[src/rtl/traffic_phase_ctrl.sv]
//==============================================================================
// traffic_phase_ctrl : fixed-time RED/GREEN/YELLOW sequencer with pedestrian
//                      green truncation, night blink mode and maintenance hold.
// Revision: 1.0
//==============================================================================
`default_nettype none

module traffic_phase_ctrl #(
  parameter int RED_T    = 25,
  parameter int GREEN_T  = 30,
  parameter int YELLOW_T = 5,
  parameter int PED_MIN  = 5
) (
  input  logic       clk_1Hz,
  input  logic       i_rst_n,
  input  logic       i_ped_req,
  input  logic       i_night,
  input  logic       i_hold,
  output logic [1:0] o_phase,
  output logic [5:0] o_remain,
  output logic       o_phase_start,
  output logic       o_blink,
  output logic       o_ped_pending
);

  localparam logic [5:0] c_RED_T    = 6'(RED_T);
  localparam logic [5:0] c_GREEN_T  = 6'(GREEN_T);
  localparam logic [5:0] c_YELLOW_T = 6'(YELLOW_T);
  localparam logic [5:0] c_PED_MIN  = 6'(PED_MIN);

  // State encoding doubles as the o_phase code.
  typedef enum logic [1:0] {
    S_NIGHT  = 2'b00,
    S_RED    = 2'b01,
    S_YELLOW = 2'b10,
    S_GREEN  = 2'b11
  } state_t;

  state_t     r_state;
  logic [5:0] r_remain;
  logic       r_entered;
  logic       r_phase_start;
  logic       r_blink;
  logic       r_ped;

  always_ff @(posedge clk_1Hz or negedge i_rst_n) begin
    if (!i_rst_n) begin
      r_state       <= S_RED;
      r_remain      <= c_RED_T;
      r_entered     <= 1'b1;
      r_phase_start <= 1'b0;
      r_blink       <= 1'b0;
      r_ped         <= 1'b0;
    end else begin
      // r_entered marks a phase entry on this edge; the pulse appears one tick later.
      r_phase_start <= r_entered;
      r_entered     <= 1'b0;

      if ((r_state == S_GREEN || r_state == S_YELLOW) && i_ped_req)
        r_ped <= 1'b1;

      if (i_night) begin
        r_blink  <= (r_state == S_NIGHT) ? ~r_blink : 1'b1;
        r_remain <= 6'd0;
        if (r_state != S_NIGHT) begin
          r_state   <= S_NIGHT;
          r_entered <= 1'b1;
        end
      end else if (r_state == S_NIGHT) begin
        r_state   <= S_RED;
        r_remain  <= c_RED_T;
        r_blink   <= 1'b0;
        r_ped     <= 1'b0;
        r_entered <= 1'b1;
      end else if (!i_hold) begin
        if (r_remain <= 6'd1) begin
          r_entered <= 1'b1;
          case (r_state)
            S_RED: begin
              r_state  <= S_GREEN;
              r_remain <= c_GREEN_T;
            end
            S_GREEN: begin
              r_state  <= S_YELLOW;
              r_remain <= c_YELLOW_T;
            end
            default: begin
              // Clearing here overrides any same-tick latch above.
              r_state  <= S_RED;
              r_remain <= c_RED_T;
              r_ped    <= 1'b0;
            end
          endcase
        end else if (r_state == S_GREEN && r_ped && r_remain > c_PED_MIN) begin
          r_remain <= c_PED_MIN;
        end else begin
          r_remain <= r_remain - 6'd1;
        end
      end
    end
  end

  assign o_phase       = r_state;
  assign o_remain      = r_remain;
  assign o_phase_start = r_phase_start;
  assign o_blink       = r_blink;
  assign o_ped_pending = r_ped;

endmodule

`default_nettype wire

[config.mk]
export PLATFORM = sky130hd
export DESIGN_NAME = traffic_phase_ctrl
export DESIGN_NICKNAME = d
export VERILOG_FILES = /design/src/rtl/traffic_phase_ctrl.sv
export SDC_FILE = /design/constraint.sdc
export NUM_CORES = 1
export LEC_CHECK = 0
export BUFFER_PORTS_ARGS = -buffer_cell sky130_fd_sc_hd__buf_2
export CAP_MARGIN = 25
export CORE_MARGIN = 3
export CORE_UTILIZATION = 40
export CTS_BUF_LIST = sky130_fd_sc_hd__clkbuf_2 sky130_fd_sc_hd__clkbuf_4 sky130_fd_sc_hd__clkbuf_8
export DETAILED_ROUTE_END_ITERATION = 7
export SYNTH_ARGS = -nofsm -noshare
export SYNTH_HDL_FRONTEND = slang
export SYNTH_SLANG_ARGS = --single-unit
[constraint.sdc]
create_clock -name clk_1Hz -period 1.77 [get_ports clk_1Hz]
set_input_delay 0.354 -clock clk_1Hz [delete_from_list [all_inputs] [get_ports clk_1Hz]]
set_output_delay 0.354 -clock clk_1Hz [all_outputs]
set_load 0.03 [all_outputs]
==> Word level (Yosys, flattened, before mapping) <==
Cells that the tools add are included.
Widths: inputs -> output; s select.
{ "totals": {"register_bits": 12, "input_bits": 5, "output_inout_bits": 11, "word_cells": 51} }
{ "classes": {"n_addsub": 1, "magnitude_cmp": 2, "eq_ne": 5, "n_mux": 26, "bitwise": 1, "n_reduce_logical": 10} }
{ "op_table": {"columns": ["cell", "n"], "rows": [
  ["$mux 6", 5],
  ["$mux 1", 14],
  ["$mux 2", 5],
  ["$pmux 5 s2", 1],
  ["$gt 6x3->1 const B", 1],
  ["$le 6x1->1 const B", 1],
  ["$sub 6x1->6 const B", 1],
  ["$eq 2x2->1 const B", 2],
  ["$pmux 2 s2", 1],
  ["$reduce_bool 2->1", 2],
  ["$logic_and 1x1->1", 3],
  ["$ne 3x2->1 const B", 1],
  ["$reduce_and 3->1", 1],
  ["$reduce_bool 3->1", 1],
  ["$eq 2x1->1 const B", 1],
  ["$logic_not 2->1", 1],
  ["$ne 2x1->1 const B", 1],
  ["$reduce_or 2->1", 1],
  ["$logic_or 1x1->1", 1],
  ["$not 1->1", 1]
]} }

==> Longest topological paths before layout <==
{ "depth": {"word_depth": 9, "mapped_depth": 6, "mapped_depth_nobuf": 6} }

==> Worst setup path after synthesis <==
No wires, ideal clock.
{ "synth_path": {"path_type": "register -> register", "from": "reg r_remain[0], in the netlist o_remain[0]", "to": "reg r_remain[3], in the netlist o_remain[3]", "setup_ns": 0.080, "arrival_time_ns": 1.964, "required_time_ns": 1.690, "slack_ns": -0.274, "stages_incl_launch_ff": 7, "path_buffers": 0, "period_less_slack_ns": 2.044, "path_cell_list": "dfstp_2 inv_1 ha_1 nor3b_1 o2111ai_1 a32o_1 a32o_1"} }
{ "synth_via": {"elab_chain_len": 7, "word_cells_on_any_way": 9, "classes_between": "add/sub: 1; order compare: 2; mux: 5; reduce/logical: 1"} }
{ "synth_lines": {"columns": ["item", "line", "source"], "rows": [
  ["start: declaration", "40", "logic [5:0] r_remain;"],
  ["start signal: assignment", "49", "r_remain <= c_RED_T;"],
  ["start signal: assignment", "71", "r_remain <= c_RED_T;"],
  ["start signal: assignment", "81", "r_remain <= c_GREEN_T;"],
  ["$gt 6x3->1", "94", "end else if (r_state == S_GREEN && r_ped && r_remain > c_PED_MIN) begin"],
  ["$logic_and 1x1->1", "94", null],
  ["$mux 6", "94", null],
  ["$mux 6 (*)", "76", "if (r_remain <= 6'd1) begin"],
  ["$mux 6 (*)", "75", "end else if (!i_hold) begin"],
  ["$mux 6 (*)", "69", "end else if (r_state == S_NIGHT) begin"],
  ["$mux 6 (*)", "62", "if (i_night) begin"]
]} }
Mark *: on every way between the ends. The rest lies on a longest branch, timed or not. The select of a mux whose other input is x is not followed.
A chain may end at the register's enable or synchronous reset.

==> Final worst setup path <==
Same ends and word-level chain as after synthesis.

==> results.py <==
metrics = {
    "run_status": {
        "outcome": "finished, violations left",
        "violations": "negative setup slack",
    },
    "floorplan": {
        "die_y_um": 49.4,
        "initial_core_util_pct": 43.2,
        "dieArea_um2": 2440,
        "ios": 16,
        "fp-row-count": 15,
        "core_area_um2": 1750,
        "die_width_um": 49.4,
    },
    "run": {
        "max-cap-violations": 0,
    },
    "worst_setup_path": {
        "path_delay_family": "compound AO/OA/AOI/OAI gates",
        "cpMostUsedCell": "a32o_1",
        "r2r-end": "o_remain[3]",
        "worstPathCellList": "inv_2 > ha_4 > nor3b_4 > o2111ai_4 > a32o_1 > a32o_1",
        "crit_required_ns": 1.97,
        "rrSetupSlack_ns": -0.03,
        "critPathKind": "flop to flop",
        "end_kind": "flop",
        "cp.arrival_ns": 2.00,
        "path_buf_inv": 1,
        "rr_worst_depth": 6,
        "cpPeakStageDelay_ns": 0.56,
        "cp_slowest_cell": "dfstp_2",
        "cp-start-kind": "flop",
        "regToRegStartpoint": "o_remain[0]",
        "critPathMaxFanout": 5,
    },
    "sta": {
        "clock_skew_ns": 0.0139,
        "rsz0062_at_grt": "true",
        "drv_slew": 0,
        "maxSlewHeadroom_pct": 69.4,
        "clock.fmax_mhz": 556,
        "hold_violations": 0,
        "period_share_pct": 102,
        "timing.final.ws_setup_ns": -0.0284,
        "fin_crit_ns": 1.80,
        "tightest_slew_ns": 0.455,
        "setup_viol": 1,
    },
    "placement": {
        "dp.cells": 136,
        "port-buffer-count": 15,
        "hpwl_um": 1500,
        "place_congestion": 0.853,
    },
    "cells_and_area": {
        "area_delta_synth_final_pct": 51.6,
        "instances_no_fill": 144,
        "utilization_pct": 65.5,
        "antenna_cells": 0,
        "drive_above_1_share_pct": 52.1,
        "fill_cells": 155,
        "seqCellArea_um2": 309,
        "layout.nets": 127,
        "multiInputGateArea_um2": 528,
    },
    "routing": {
        "drtIter0Drc": 25,
        "routedWlPerCell_um": 14.9,
        "routed_wl_um": 2150,
        "drc": 0,
        "drtAntennaViolNets": 0,
        "vias_per_cell": 5.53,
        "firstDrtPassIters": 5,
        "via_count": 797,
    },
    "worst_hold_path": {
        "hold_start": "i_ped_req",
        "hold_depth": 3,
        "min_path_type": "input port to flop",
        "holdPathEnd": "o_ped_pending",
    },
    "yosys": {
        "synth-edff-count": 0,
        "async_flop_share_pct": 100,
        "syn-num-nets": 93,
        "syn_inst": 86,
        "synthTopCellsByArea": "dfrtp_1 (23%), dfstp_2 (17%), nor2_1 (6.0%)",
        "synth_warnings": 0,
        "synth_common_cells": "nor2_1 (12), a21oi_1 (7), dfrtp_1 (7)",
        "syn_avg_cell_area_um2": 8.77,
        "yosysTopAreaCell": "dfrtp_1",
        "synth_cell_types": 32,
        "yosysMostFrequentCell": "nor2_1",
        "yosysSeqAreaShare_pct": 40.6,
        "ys_seq_elements": 12,
        "synth-main-ff-cell": "dfrtp_1",
        "synth.top_cell.area_share_pct": 23.2,
        "syn_area_um2": 754,
    },
    "grt": {
        "busiest_layer": "met2",
        "antenna_found_initial": 0,
        "grt_pass1_wl_um": 3570,
        "met3_usage_pct": 2.75,
        "track_usage_pct": 19.2,
        "grt_max_degree": 15,
        "overflow": 0,
        "met1_usage_pct": 26.5,
        "grt_pass1_vias": 728,
        "gr-usage-met2_pct": 29.0,
    },
    "clocking": {
        "clk_pin_slew_worst_paths_ns": 0.09,
        "clock-sinks": 12,
        "cts_buffer_depth": 2,
        "htreeDepth": 1,
        "clk_latency_ns": 0.28,
        "cts_made_buffers": 3,
        "clockRootBuffer": "clkbuf_4",
        "cts_tree": "built",
    },
    "power_and_ir_drop": {
        "switching_share_pct": 39.6,
        "p_int_w": 0.000682,
        "power_density_nw_per_um2": 987,
        "power_frac_seq_pct": 32.4,
        "p_switching_w": 0.000447,
        "p_total_w": 0.00113,
        "p_leak_nw": 0.495,
        "p_comb_share_pct": 47.5,
        "irDropWorstVdd_mv": 0.564,
        "clkPwrFrac_pct": 20.1,
    },
}
[repair_timing]
action	CTS	global route
resized for setup	9	10
hold buffers	1	0
hold endpoints to repair	7	0
setup buffers	1	2
pin swaps	3	4
setup endpoints to repair	6	6
[kinds of logic (layout without fill, tap and decap cells)]
family / count (synthesis) / after routing / synth area share [%]
simple gates: 33 / 33 / 21.6
buf+inv: 9 / 42 / 5.47
flops: 12 / 12 / 40.6
fa+ha+maj: 2 / 2 / 3.32
mux: 1 / 1 / 1.33
compound gates: 28 / 28 / 26.5
xor+xnor: 1 / 1 / 1.16
[per-layer routing]
layer  vias up  wire [µm]  part of all wire (%)
met3         4         92                   4.3
met4         0         41                   1.9
met1       376        998                    46
li1        389          -                     -
met2        28       1020                    47
met5         -          0                     0
[per-stage QoR]
stage	area, µm²	worst slack, ns	setup TNS, ns	hold slack, ns
2_1_floorplan	796	-0.113	-0.407	0.0584
3_3_place_gp	988	-0.0529	-0.113	0.251
3_5_place_dp	988	-0.0778	-0.213	0.246
4_1_cts	1080	0.00164	0	0.347
5_1_grt	1140	-0.0775	-0.203	0.367
6_report	1140	-0.0284	-0.0284	0.350
[final cells by class]
type                    instances  area share (%)
repair buffers                 34            19.6
flip-flops and latches         12            27.0
inverters                       4            1.31
well taps                      25            2.74
clock buffers                   4            3.17
multi-input cells              65            46.2
[worst max-delay path by stage]
stage                           start           to  slack (ns)  cells past startpoint
after floorplan           o_remain[0]  o_remain[3]       -0.11                      6
after global placement    o_remain[0]  o_remain[2]       -0.05                      5
after detailed placement  o_remain[0]  o_remain[2]       -0.08                      5
after CTS                 o_remain[2]  o_remain[0]       0.002                      4
after global routing      o_remain[0]  o_remain[3]       -0.08                      6
final                     o_remain[0]  o_remain[3]       -0.03                      6
[cell usage in the layout (no fill, tap or decap), drive strengths merged, types with 2 or more instances in the layout]
cell / count
nor2: 12
o21ai: 4
dfrtp: 7
or3: 3
ha: 2
nor4: 2
a21oi: 7
buf: 33
dfstp: 5
nor3: 5
a21o: 2
o311ai: 2
nand2: 5
inv: 4
a32o: 4
clkbuf: 4
a32oi: 2
[tightest hold or removal path, stage by stage]
cell	delay [ns]
buf_2	0.07
a21oi_1	0.06
a21oi_1	0.11
[registers in the layout, summed over array words and instances, names as in the netlist]
name	cells
o_blink	1
o_ped_pending	1
o_phase	2
o_phase_start	1
o_remain	6
r_entered	1
[power by group through the flow]
stage | logic (W) | clock network [W] | registers (W)
2_1_floorplan | 0.000224 | 0 | 0.000448
3_5_place_dp | 0.000461 | 0 | 0.000368
3_3_place_gp | 0.000461 | 0 | 0.000366
5_1_grt | 0.000581 | 0.000242 | 0.000373
6_report | 0.000537 | 0.000226 | 0.000366
4_1_cts | 0.000496 | 0.000229 | 0.000364
No activity file was read; power rests on OpenSTA's default activity.
